===== src/rtl/sample_framer.sv =====
// Serial sample framer: start bit, 8 data bits LSB first, optional even parity, stop bit.
// Good frames are published on word/word_valid; parity and framing faults raise sticky flags.
module sample_framer #(
    parameter int unsigned TIMEOUT_CYCLES = 255,
    parameter int unsigned PARITY_EN      = 1
) (
    input  logic       clk,
    input  logic       rst_n,
    input  logic       ser_in,
    input  logic       ser_en,
    input  logic       err_clr,
    output logic [7:0] word,
    output logic       word_valid,
    output logic       parity_err,
    output logic       frame_err,
    output logic [7:0] good_count
);

    typedef enum logic [1:0] {
        S_IDLE,
        S_DATA,
        S_PARITY,
        S_STOP
    } state_t;

    localparam logic [7:0] TMO_LIMIT = 8'(TIMEOUT_CYCLES);

    state_t     state_q,      state_d;
    logic [2:0] bit_cnt_q,    bit_cnt_d;
    logic [7:0] shift_q,      shift_d;
    logic       par_acc_q,    par_acc_d;
    logic       par_bad_q,    par_bad_d;
    logic [7:0] tmo_q,        tmo_d;
    logic [7:0] word_q,       word_d;
    logic       word_valid_q, word_valid_d;
    logic       parity_err_q, parity_err_d;
    logic       frame_err_q,  frame_err_d;
    logic [7:0] good_count_q, good_count_d;

    logic       perr_set;
    logic       ferr_set;
    logic [7:0] tmo_inc;

    // NOTE: every signal written here is given a default first, so no path
    // leaves it unassigned and no latch is inferred; blocking '=' is correct
    // in combinational logic.
    always_comb begin
        state_d      = state_q;
        bit_cnt_d    = bit_cnt_q;
        shift_d      = shift_q;
        par_acc_d    = par_acc_q;
        par_bad_d    = par_bad_q;
        tmo_d        = tmo_q;
        word_d       = word_q;
        word_valid_d = 1'b0;
        good_count_d = good_count_q;
        perr_set     = 1'b0;
        ferr_set     = 1'b0;
        tmo_inc      = tmo_q + 8'd1;

        if (state_q == S_IDLE) begin
            tmo_d = 8'd0;
            if (ser_en && !ser_in) begin
                state_d   = S_DATA;
                bit_cnt_d = 3'd0;
                shift_d   = 8'd0;
                par_acc_d = 1'b0;
                par_bad_d = 1'b0;
            end
        end else if (!ser_en) begin
            // Idle gap inside a frame: abort once the gap reaches the limit.
            if (tmo_inc == TMO_LIMIT) begin
                state_d   = S_IDLE;
                tmo_d     = 8'd0;
                bit_cnt_d = 3'd0;
                shift_d   = 8'd0;
                par_acc_d = 1'b0;
                par_bad_d = 1'b0;
                ferr_set  = 1'b1;
            end else begin
                tmo_d = tmo_inc;
            end
        end else begin
            tmo_d = 8'd0;
            case (state_q)
                S_DATA: begin
                    shift_d   = {ser_in, shift_q[7:1]};
                    par_acc_d = par_acc_q ^ ser_in;
                    bit_cnt_d = bit_cnt_q + 3'd1;
                    if (bit_cnt_q == 3'd7) begin
                        state_d = (PARITY_EN != 0) ? S_PARITY : S_STOP;
                    end
                end
                S_PARITY: begin
                    if (par_acc_q ^ ser_in) begin
                        par_bad_d = 1'b1;
                        perr_set  = 1'b1;
                    end
                    state_d = S_STOP;
                end
                S_STOP: begin
                    state_d = S_IDLE;
                    if (!ser_in) begin
                        ferr_set = 1'b1;
                    end else if (!par_bad_q) begin
                        word_d       = shift_q;
                        word_valid_d = 1'b1;
                        good_count_d = good_count_q + 8'd1;
                    end
                end
                default: state_d = S_IDLE;
            endcase
        end

        // A fault in the same cycle as err_clr wins, so no event is lost.
        parity_err_d = (parity_err_q & ~err_clr) | perr_set;
        frame_err_d  = (frame_err_q  & ~err_clr) | ferr_set;
    end

    // NOTE: state registers use non-blocking '<=' so all flops update together
    // from values computed before the edge; the shift register is reset too so
    // a frame interrupted by reset can never leak into word.
    always_ff @(posedge clk or posedge rst_n) begin
        if (rst_n) begin
            state_q      <= S_IDLE;
            bit_cnt_q    <= 3'd0;
            shift_q      <= 8'd0;
            par_acc_q    <= 1'b0;
            par_bad_q    <= 1'b0;
            tmo_q        <= 8'd0;
            word_q       <= 8'd0;
            word_valid_q <= 1'b0;
            parity_err_q <= 1'b0;
            frame_err_q  <= 1'b0;
            good_count_q <= 8'd0;
        end else begin
            state_q      <= state_d;
            bit_cnt_q    <= bit_cnt_d;
            shift_q      <= shift_d;
            par_acc_q    <= par_acc_d;
            par_bad_q    <= par_bad_d;
            tmo_q        <= tmo_d;
            word_q       <= word_d;
            word_valid_q <= word_valid_d;
            parity_err_q <= parity_err_d;
            frame_err_q  <= frame_err_d;
            good_count_q <= good_count_d;
        end
    end

    assign word       = word_q;
    assign word_valid = word_valid_q;
    assign parity_err = parity_err_q;
    assign frame_err  = frame_err_q;
    assign good_count = good_count_q;

endmodule


===== config.mk =====
export PLATFORM = sky130hd
export DESIGN_NAME = sample_framer
export DESIGN_NICKNAME = d
export VERILOG_FILES = /design/src/rtl/sample_framer.sv
export SDC_FILE = /design/constraint.sdc
export NUM_CORES = 1
export LEC_CHECK = 0
export ABC_CLOCK_PERIOD_IN_PS = 2100
export CORE_MARGIN = 4
export CORE_UTILIZATION = 30
export DETAILED_ROUTE_END_ITERATION = 16
export GPL_ROUTABILITY_DRIVEN = 0
export SYNTH_ARGS = -nofsm -noshare
export SYNTH_HDL_FRONTEND = slang
export SYNTH_SLANG_ARGS = --single-unit

===== constraint.sdc =====
create_clock -name clk -period 2.1 [get_ports clk]
set_clock_uncertainty 0.05 [all_clocks]
set_input_delay 0.315 -clock clk [delete_from_list [all_inputs] [get_ports clk]]
set_output_delay 0.315 -clock clk [all_outputs]
set_load 0.02 [all_outputs]

=== After elaboration in Yosys (flattened, before gate mapping) ===
Index checks and enable logic that the tools add are counted.

* Bitwise operators: 8
* $lt $le $gt $ge: 0
* Mux-type cells: 42
* Div/mod/pow operators: 0
* Reductions and logical operators: 8
* Shift-type cells: 0
* Add/sub/neg operators: 3
* Multipliers: 0
* Equal/unequal tests: 10

{| class="wikitable"
|+ Operators with widths
! kind !! count
|-
| two-way mux 8 bit || 8
|-
| two-way mux 1 bit || 23
|-
| adder 8 x 1 -> 8 bit (second input constant) || 2
|-
| two-way mux 3 bit || 5
|-
| two-way mux 2 bit || 5
|-
| inequality test 3 x 1 -> 1 bit (second input constant) || 3
|-
| == test 8 bit (second input constant) || 1
|-
| AND reduction 3 bit || 2
|-
| AND reduction 5 bit || 1
|-
| == test 2 bit (second input constant) || 2
|-
| inequality test 4 bit (second input constant) || 1
|-
| case mux 2 bit (2 select lines) || 1
|-
| AND reduction 4 bit || 1
|-
| adder 3 x 1 -> 3 bit (second input constant) || 1
|-
| == test 3 bit (second input constant) || 1
|-
| NOT 1 bit || 3
|-
| nonzero test 3 bit || 1
|-
| bitwise AND 1 bit || 2
|-
| == test 2 x 1 -> 1 bit (second input constant) || 1
|-
| logical NOT 2 bit || 1
|-
| inequality test 2 x 1 -> 1 bit (second input constant) || 1
|-
| OR 1 bit || 2
|-
| logical AND 1 bit || 1
|-
| logical NOT 1 bit || 1
|-
| XOR 1 bit || 1
|}

* Memory bits (read-only): 0
* RAM bits: 0
* Memories: 0
* Bits in registers: 42
* Output and inout port bits: 19
* Bits in latches: 0

=== Depth between registers and ports, before layout ===
Gate-level depths: netlist of run 1.

* Word-level depth: 6
* Mapped depth: 8

=== Least setup slack after synthesis of run 1 ===
OpenSTA, ideal clock, no wires.

* Kind: reg2reg
* Start: reg state_q[1]
* End: reg good_count_q[1], in the netlist good_count[1]
* Cell stages (with the launch flop): 7
* Setup slack: 0.131 ns
* Clock period less this slack: 1.969 ns
* Buffers on the path: 1
* Arrival time: 1.794 ns
* Cells stage by stage: dfrtp_1 inv_1 ha_1 nand2b_1 nor4_4 buf_2 mux2_2

* Word-level cells in the longest chain between the ends: 3
* Elaborated cells between the ends (all ways): 4

{| class="wikitable"
|+ Ends and longest elaborated chain
! item !! RTL line !! text
|-
| start: declaration || 28 || <nowiki>state_t state_q, state_d;</nowiki>
|-
| start signal: assignment || 137 || <nowiki>state_q <= state_d;</nowiki>
|-
| logical NOT 2 bit || 61 || <nowiki>if (state_q == S_IDLE) begin</nowiki>
|-
| NOT 1 bit (no line) || - ||
|-
| AND reduction 5 bit (no line) * || - ||
|-
| end signal: assignment || 147 || <nowiki>good_count_q <= good_count_d;</nowiki>
|-
| end: declaration || 38 || <nowiki>logic [7:0] good_count_q, good_count_d;</nowiki>
|}

Mark *: on every way between the ends. The rest lies on a longest branch, timed or not.
A chain may end at the register's enable or synchronous reset.

=== Worst setup path after layout of run 1 ===
* Start: reg tmo_q[0]
* End: reg par_bad_q

* Word-level cells in the longest chain between the ends: 4

{| class="wikitable"
|+ Ends and longest elaborated chain
! item !! RTL line !! text
|-
| start: declaration || 33 || <nowiki>logic [7:0] tmo_q, tmo_d;</nowiki>
|-
| start signal: assignment || 142 || <nowiki>tmo_q <= tmo_d;</nowiki>
|-
| adder 8 x 1 -> 8 bit || 59 || <nowiki>tmo_inc = tmo_q + 8'd1;</nowiki>
|-
| == test 8 bit || 72 || <nowiki>if (tmo_inc == TMO_LIMIT) begin</nowiki>
|-
| nonzero test 3 bit (no line) || - ||
|-
| AND reduction 4 bit (no line) || - ||
|-
| end signal: assignment || 141 || <nowiki>par_bad_q <= par_bad_d;</nowiki>
|-
| end: declaration || 32 || <nowiki>logic par_bad_q, par_bad_d;</nowiki>
|}

No other way between the ends.

==> impl_results.rst, run 1 <==
.. list-table::
   :header-rows: 1

   * - Metric
     - Value
   * - Crit-path cells
     - ha_1, xor2_1, nand4_1, or2_1, or3_4, a31o_1
   * - Total internal power
     - 1.863 mW
   * - Number of antenna violations at the first check in global routing
     - 0
   * - Post-route fraction of the period consumed by the critical path
     - 0.9577
   * - Worst endpoint required time
     - 2.24 ns
   * - CTS clk-pin slew, worst paths
     - 0.08 ns
   * - Clock tree from TritonCTS
     - yes
   * - Via-per-instance ratio
     - between 4 and 5
   * - Slowest-stage cell, CP
     - sky130_fd_sc_hd__or3_4
   * - Cell family contributing the most delay on the critical path
     - simple AND/OR/NAND/NOR gates
   * - Die boundary height
     - roughly 90 um
   * - Top-level I/O count
     - 24
   * - Count of hold buffers inserted by post-cts repair
     - 0
   * - Critical Path Start Type
     - flop
   * - Iter 0 DRT Violations
     - 55
   * - Grt ovf
     - 0
   * - Power share of the sequential group
     - 0.432
   * - Tightest slew margin relative to the limit
     - 0.6496
   * - Cell count after synthesis
     - 161
   * - Routed WL per cell
     - 12.87 um
   * - Number of synthesized flops with an enable pin
     - 0
   * - Total number of nets in the final design
     - 219
   * - PD cells
     - roughly 1100 mW/mm^2
   * - Maximum root-to-sink buffer count
     - 2
   * - Detail Route Antenna Nets
     - 0
   * - Maximum vdd drop
     - 0.6491 mV
   * - Horizontal die dimension
     - 88.33 um
   * - Initial core utilization
     - 0.3066
   * - Core outline area
     - 0.006314 sq mm
   * - Total routing usage reported by global routing
     - 0.1031
   * - Half-perimeter wire length after placement
     - 2620 um
   * - Net switching power of the design
     - around 980 uW
   * - Dominant register cell in the synthesized netlist
     - sky130_fd_sc_hd__dfrtp_1
   * - Worst-path fanout max
     - 3
   * - Per-instance average area after synthesis
     - 12.02 sq um
   * - Bufs and invs on worst path
     - 0
   * - Fraction of layout instances using a drive strength above 1
     - 0.2039
   * - Number of max-capacitance violations reported
     - 0
   * - Share of power burned in the clock network
     - 0.191
   * - Maximum single-stage delay on the critical path
     - 0.39 ns
   * - Insertion delay to the later sink of the worst-skew pair
     - around 0.29 ns
   * - Fraction of registers with async set or reset after synthesis
     - 1.000
   * - Min Clock Period, post-route
     - 2.011 ns
   * - FF+latch count, synth
     - 42
   * - Post-route cell area
     - ~0.0025 sq mm
   * - Wire length of the first global-routing pass
     - 6334 um
   * - Number of port buffers
     - 23
   * - Row count
     - 29
   * - Class of the most critical setup path
     - reg2reg
   * - Final Max Slew Viols
     - 0
   * - Overall die area
     - 0.007801 sq mm
   * - Final Hold Vio Count
     - 0
   * - Placed Area
     - roughly 0.0023 sq mm
   * - Origin of the critical flop-to-flop path
     - tmo_q[0]
   * - Minimum setup slack after placement
     - 0.04900 ns
   * - Path type of the worst min-delay path
     - in2async
   * - First drt pass iteration count
     - 4
   * - Total detailed-routing wirelength
     - about 3600 um
   * - Via count of the first global-routing pass
     - ~1400
   * - Crit path capture type
     - flop
   * - Number of sinks driven by the clock tree
     - 42
   * - Number of warning messages in the yosys log
     - 0
   * - Number of distinct library cells after synthesis
     - 38
   * - Residual DRC count
     - 0
   * - Largest net degree at the start of global routing
     - 43
   * - Sequential element share of the synthesized area
     - 0.5430
   * - Net switching fraction of the power
     - 0.3445
   * - Final antenna diode count
     - 0
   * - Leak Pwr
     - roughly 1.2 nW
   * - Crit path launch
     - tmo_q[0]
   * - Post-synthesis net count
     - 175
   * - CTS H-tree depth
     - 2
   * - Via count of the routed design
     - about 1400
   * - Maximum clock frequency
     - 497.2 MHz
   * - Fraction of power consumed by combinational cells
     - 0.378
   * - Final WS setup
     - 0.08874 ns
   * - Run status
     - finished clean
   * - TritonCTS buffer count
     - 5
   * - Clock root buffer master
     - sky130_fd_sc_hd__clkbuf_8
   * - Slew @ Worst Pin
     - 0.5256 ns
   * - Number of endpoints failing setup at the final stage
     - 0
   * - Data arrival time at the worst-slack endpoint
     - 2.15 ns
   * - Mapped Area
     - 0.001936 sq mm
   * - Synthesis-to-finish area growth
     - 28.83%
==> metrics by stage <==
stage,power (mW),hold slack [ns],instances,util,setup TNS [ns]
after global placement,2.256,0.4170,271,0.3706,0
after detailed placement,2.266,0.4200,271,0.3706,0
after floorplan,1.864,0.4171,161,-,0
after global routing,3.055,0.4538,283,0.3950,-0.003266
final,2.842,0.4031,283,0.3950,0
after CTS,2.821,0.4270,279,0.3857,0
==> worst min-delay path: stages <==
cell and delay, ns:
sky130_fd_sc_hd__clkdlybuf4s50_1 0.40, sky130_fd_sc_hd__inv_1 0.05, sky130_fd_sc_hd__buf_4 0.43
==> cell type report <==
type	count	area, sq um
tap	77	96.34
timing repair buffer	40	361.6
multi-input combinational	108	859.6
sequential	42	1051
clock buffer	6	82.58
fill	652	3820
clock inverter	2	12.51
inverter	8	30.03
==> cells by family (layout without fill, tap and decap cells) <==
group	count (synthesis)	after routing	synth area share
buffers and inverters	11	56	0.02585
AO/OA/AOI/OAI	28	28	0.1138
XOR/XNOR	13	13	0.05882
AND/OR/NAND/NOR	47	47	0.1364
adder cells (fa/ha/maj)	9	9	0.05818
multiplexers	11	11	0.06400
flip-flops	42	42	0.5430
==> power groups by stage <==
| stage | clock [mW] | sequential (mW) | combinational [mW] |
|---|---|---|---|
| global route | 0.601 | 1.26 | 1.19 |
| floorplan | 0 | 1.33 | 0.533 |
| detailed placement | 0 | 1.25 | 1.02 |
| CTS | 0.564 | 1.23 | 1.02 |
| finish | 0.542 | 1.23 | 1.07 |
| global placement | 0 | 1.25 | 1.01 |
==> cell usage in the layout, fill, tap and decap left out, types with 2 or more instances in the layout <==
master	n
sky130_fd_sc_hd__nor2_1	10
sky130_fd_sc_hd__a21oi_1	3
sky130_fd_sc_hd__nand4_1	4
sky130_fd_sc_hd__ha_1	9
sky130_fd_sc_hd__mux2_2	10
sky130_fd_sc_hd__o21ai_0	4
sky130_fd_sc_hd__a21o_1	2
sky130_fd_sc_hd__dfrtp_1	42
sky130_fd_sc_hd__and4_1	2
sky130_fd_sc_hd__nand2_1	6
sky130_fd_sc_hd__clkbuf_8	6
sky130_fd_sc_hd__nor3_1	2
sky130_fd_sc_hd__nand3b_1	2
sky130_fd_sc_hd__xnor2_1	7
sky130_fd_sc_hd__a21boi_0	2
sky130_fd_sc_hd__nand3_1	8
sky130_fd_sc_hd__xor2_1	6
sky130_fd_sc_hd__and3_1	2
sky130_fd_sc_hd__a22o_1	9
sky130_fd_sc_hd__clkdlybuf4s50_1	23
sky130_fd_sc_hd__inv_1	8
sky130_fd_sc_hd__buf_4	16
sky130_fd_sc_hd__nand2b_1	2
==> cells in the mapped netlist (2+ instances only) <==
| library cell | n | area [sq um] |
|---|---|---|
| sky130_fd_sc_hd__nand3_1 | 8 | 40.04 |
| sky130_fd_sc_hd__a21oi_1 | 3 | 15.01 |
| sky130_fd_sc_hd__xnor2_1 | 7 | 61.31 |
| sky130_fd_sc_hd__dfrtp_1 | 42 | 1051 |
| sky130_fd_sc_hd__nand2b_1 | 3 | 18.77 |
| sky130_fd_sc_hd__a21o_1 | 2 | 15.01 |
| sky130_fd_sc_hd__nand3b_1 | 2 | 15.01 |
| sky130_fd_sc_hd__mux2_2 | 10 | 112.6 |
| sky130_fd_sc_hd__a22o_1 | 9 | 78.83 |
| sky130_fd_sc_hd__nor3_1 | 2 | 10.01 |
| sky130_fd_sc_hd__o21ai_0 | 4 | 20.02 |
| sky130_fd_sc_hd__nor2_1 | 11 | 41.29 |
| sky130_fd_sc_hd__nand4_1 | 4 | 25.02 |
| sky130_fd_sc_hd__a21boi_0 | 2 | 15.01 |
| sky130_fd_sc_hd__ha_1 | 9 | 112.6 |
| sky130_fd_sc_hd__xor2_1 | 6 | 52.55 |
| sky130_fd_sc_hd__nand2_1 | 6 | 22.52 |
| sky130_fd_sc_hd__and4_1 | 2 | 17.52 |
| sky130_fd_sc_hd__inv_1 | 8 | 30.03 |
| sky130_fd_sc_hd__and3_1 | 3 | 18.77 |
==> layer usage <==
| layer | part of all wire | GRT usage |
|---|---|---|
| met5 | 0 | 0 |
| met4 | 0.012 | 0.04258 |
| met3 | 0.032 | 0.02793 |
| met2 | 0.48 | 0.1625 |
| met1 | 0.47 | 0.1343 |
==> timing repair <==
item | 4_1_cts | 5_1_grt
setup buffers | 0 | 4
endpoints found under the hold margin | 0 | 0
setup endpoints to repair | 0 | 16
resized for setup | 0 | 7
==> final timing paths <==
kind	endpoint	slack, ns	cells past startpoint
setup / recovery	par_bad_q	0.09	6
hold / removal	good_count[7]	0.40	3
hold reg to reg	good_count[7]	0.42	1
setup reg to reg	par_bad_q	0.09	6
max in group asynchronous	frame_err	1.23	3
min in group clk	good_count[7]	0.42	1
==> sequential cells by signal, indices dropped and copies added, names as in the netlist <==
register	cells
good_count	8
shift_q	8
tmo_q	8
word	8
bit_cnt_q	3
state_q	2
frame_err	1
par_acc_q	1
par_bad_q	1
parity_err	1
word_valid	1
Note: power is estimated with default switching activity, not from simulation.
==> inputs of run 2 (changes only) <==
--- a/config.mk
+++ b/config.mk
@@ -6,7 +6,7 @@
 export NUM_CORES = 1
 export LEC_CHECK = 0
 export ABC_CLOCK_PERIOD_IN_PS = 2100
-export CORE_MARGIN = 4
+export CORE_MARGIN = 3
 export CORE_UTILIZATION = 30
 export DETAILED_ROUTE_END_ITERATION = 16
 export GPL_ROUTABILITY_DRIVEN = 0
==> impl_results.rst, run 2 (synthesized netlist as in run 1, its figures left out) <==
.. list-table::
   :header-rows: 1

   * - Metric
     - Value
   * - Highest-count cells in the layout ignoring fill and taps
     - sky130_fd_sc_hd__dfrtp_1 (42), sky130_fd_sc_hd__clkdlybuf4s50_1 (23), sky130_fd_sc_hd__buf_4 (14), sky130_fd_sc_hd__nor2_1 (11), sky130_fd_sc_hd__mux2_2 (10)
   * - Placed Area
     - 0.002345 sq mm
   * - Worst endpoint required time
     - 2.24 ns
   * - Final antenna diode count
     - 0
   * - Final WS setup
     - roughly 0.16 ns
   * - Bufs and invs on worst path
     - 2
   * - Tightest slew margin relative to the limit
     - 0.5788
   * - Post-route cell area
     - 0.002472 sq mm
   * - Overall die area
     - roughly 0.0075 sq mm
   * - CTS H-tree depth
     - 2
   * - Fraction of layout instances using a drive strength above 1
     - 0.1823
   * - Final total negative setup slack
     - 0 ns
   * - CTS clk-pin slew, worst paths
     - 0.08 ns
   * - Grt ovf
     - 0
   * - Top-level I/O count
     - 24
   * - Maximum vdd drop
     - a little over 0.5 mV
   * - Total number of nets in the final design
     - about 220
   * - Synthesis-to-finish area growth
     - 27.73%
   * - Iter 0 DRT Violations
     - 55
   * - Number of endpoints failing setup at the final stage
     - 0
   * - Count of hold buffers inserted by post-cts repair
     - 0
   * - Total routing usage reported by global routing
     - 0.1087
   * - Clock tree from TritonCTS
     - yes
   * - Horizontal die dimension
     - 86.33 um
   * - Number of antenna violations at the first check in global routing
     - 0
   * - Final Hold Vio Count
     - 0
   * - Cell family contributing the most delay on the critical path
     - multiplexers
   * - TritonCTS buffer count
     - 5
   * - Initial core utilization
     - 0.3175
   * - Final Max Slew Viols
     - 0
   * - Row count
     - 28
   * - Tot Pwr
     - 2.911 mW
   * - Slew @ Worst Pin
     - 0.6295 ns
   * - Crit path capture type
     - flop
   * - Via-per-instance ratio
     - 4.817
   * - Number of max-capacitance violations reported
     - 0
   * - Maximum root-to-sink buffer count
     - 2
   * - Largest net degree at the start of global routing
     - 43
   * - Post-CTS setup buffers
     - 0
   * - Wire length of the first global-routing pass
     - 6306 um
   * - Core outline area
     - 0.006096 sq mm
   * - Insertion delay to the later sink of the worst-skew pair
     - 0.30 ns
   * - Leak Pwr
     - 1.141 nW
   * - Min Clock Period, post-route
     - roughly 1.9 ns
   * - Run status
     - finished clean
   * - Maximum single-stage delay on the critical path
     - 0.36 ns
   * - Most Frequent Cell on Critical Path
     - sky130_fd_sc_hd__buf_4
   * - RSZ-0062 raised after global routing
     - no
   * - Number of sinks driven by the clock tree
     - 42
   * - Crit-path cells
     - ha_2, buf_4, nand3b_1, mux2_1, o311ai_2, nand3_1, buf_4, mux2_2
   * - Detail Route Antenna Nets
     - 0
   * - Routed WL per cell
     - 13.04 um
   * - Die boundary height
     - 86.33 um
   * - Resized Gates After CTS
     - 0
   * - Class of the most critical setup path
     - reg2reg
   * - Critical Path Start Type
     - flop
   * - Data arrival time at the worst-slack endpoint
     - 2.08 ns
   * - Number of port buffers
     - 23
   * - Via count of the first global-routing pass
     - 1275
   * - Residual DRC count
     - 0
   * - Half-perimeter wire length after placement
     - 2576 um
   * - Maximum clock frequency
     - 514.3 MHz
   * - Via count of the routed design
     - 1339
   * - Post-route fraction of the period consumed by the critical path
     - 0.9259
   * - Smallest hold slack
     - 0.3954 ns
   * - First drt pass iteration count
     - 4
   * - Clock root buffer master
     - sky130_fd_sc_hd__clkbuf_8
   * - Total detailed-routing wirelength
     - 3626 um
   * - Minimum setup slack after placement
     - 0.05609 ns
   * - PD cells
     - 1178 mW/mm^2
   * - Most frequent standard cell in the layout excluding fill and tap cells
     - sky130_fd_sc_hd__dfrtp_1
   * - Path type of the worst min-delay path
     - in2async
   * - Slowest-stage cell, CP
     - sky130_fd_sc_hd__dfrtp_1
   * - Worst-path fanout max
     - 12
## run 2: layout make-up
type                    count  area (sq um)
inverters                   8         30.03
fillers                   603          3623
clock buffers               5         68.82
flip-flops and latches     42          1051
multi-input cells         108         849.6
repair buffers             37         335.3
well taps                  75         93.84
clock inverters             3         43.79
## run 2: tightest hold or removal path: stages
cell and delay [ns]:
sky130_fd_sc_hd__clkdlybuf4s50_1 0.40, sky130_fd_sc_hd__inv_1 0.05, sky130_fd_sc_hd__buf_4 0.43
## run 2: layer usage
layer	up-vias	track usage	routed length (um)
met1	656	0.1516	1834
met4	0	0.05524	65
met5	-	0	0
met2	19	0.1509	1580
li1	660	-	-
met3	4	0.03422	146
## run 2: power by group
part | switching (mW) | leakage (nW) | internal, mW
logic | 0.500 | 0.519 | 0.532
registers | 0.185 | 0.564 | 1.05
clock network | 0.286 | 0.0585 | 0.356
## run 2: final timing paths
path,startpoint,end,slack [ns],depth (start not counted)
worst min-delay path,rst_n,tmo_q[7],0.40,3
max in group asynchronous,rst_n,tmo_q[1],1.25,3
worst max-delay path,tmo_q[0],bit_cnt_q[0],0.16,8
worst min register to register,good_count[7],good_count[7],0.43,1
min in group clk,good_count[7],good_count[7],0.43,1
worst max register to register,tmo_q[0],bit_cnt_q[0],0.16,8
## run 2: stage by stage
| step | std cells | util |
|---|---|---|
| floorplan | 161 | - |
| global placement | 270 | 0.3846 |
| detailed placement | 270 | 0.3846 |
| CTS | 278 | 0.4031 |
| global route | 278 | 0.4056 |
| finish | 278 | 0.4056 |
==> inputs of run 3 (changes only) <==
--- a/config.mk
+++ b/config.mk
@@ -8,8 +8,10 @@
 export ABC_CLOCK_PERIOD_IN_PS = 2100
 export CORE_MARGIN = 3
 export CORE_UTILIZATION = 30
+export CTS_CLUSTER_DIAMETER = 120
 export DETAILED_ROUTE_END_ITERATION = 16
 export GPL_ROUTABILITY_DRIVEN = 0
 export SYNTH_ARGS = -nofsm -noshare
 export SYNTH_HDL_FRONTEND = slang
 export SYNTH_SLANG_ARGS = --single-unit
+export TNS_END_PERCENT = 10
==> results of run 3 <==
Final layout, timing and power as in run 2 (identical DEF).
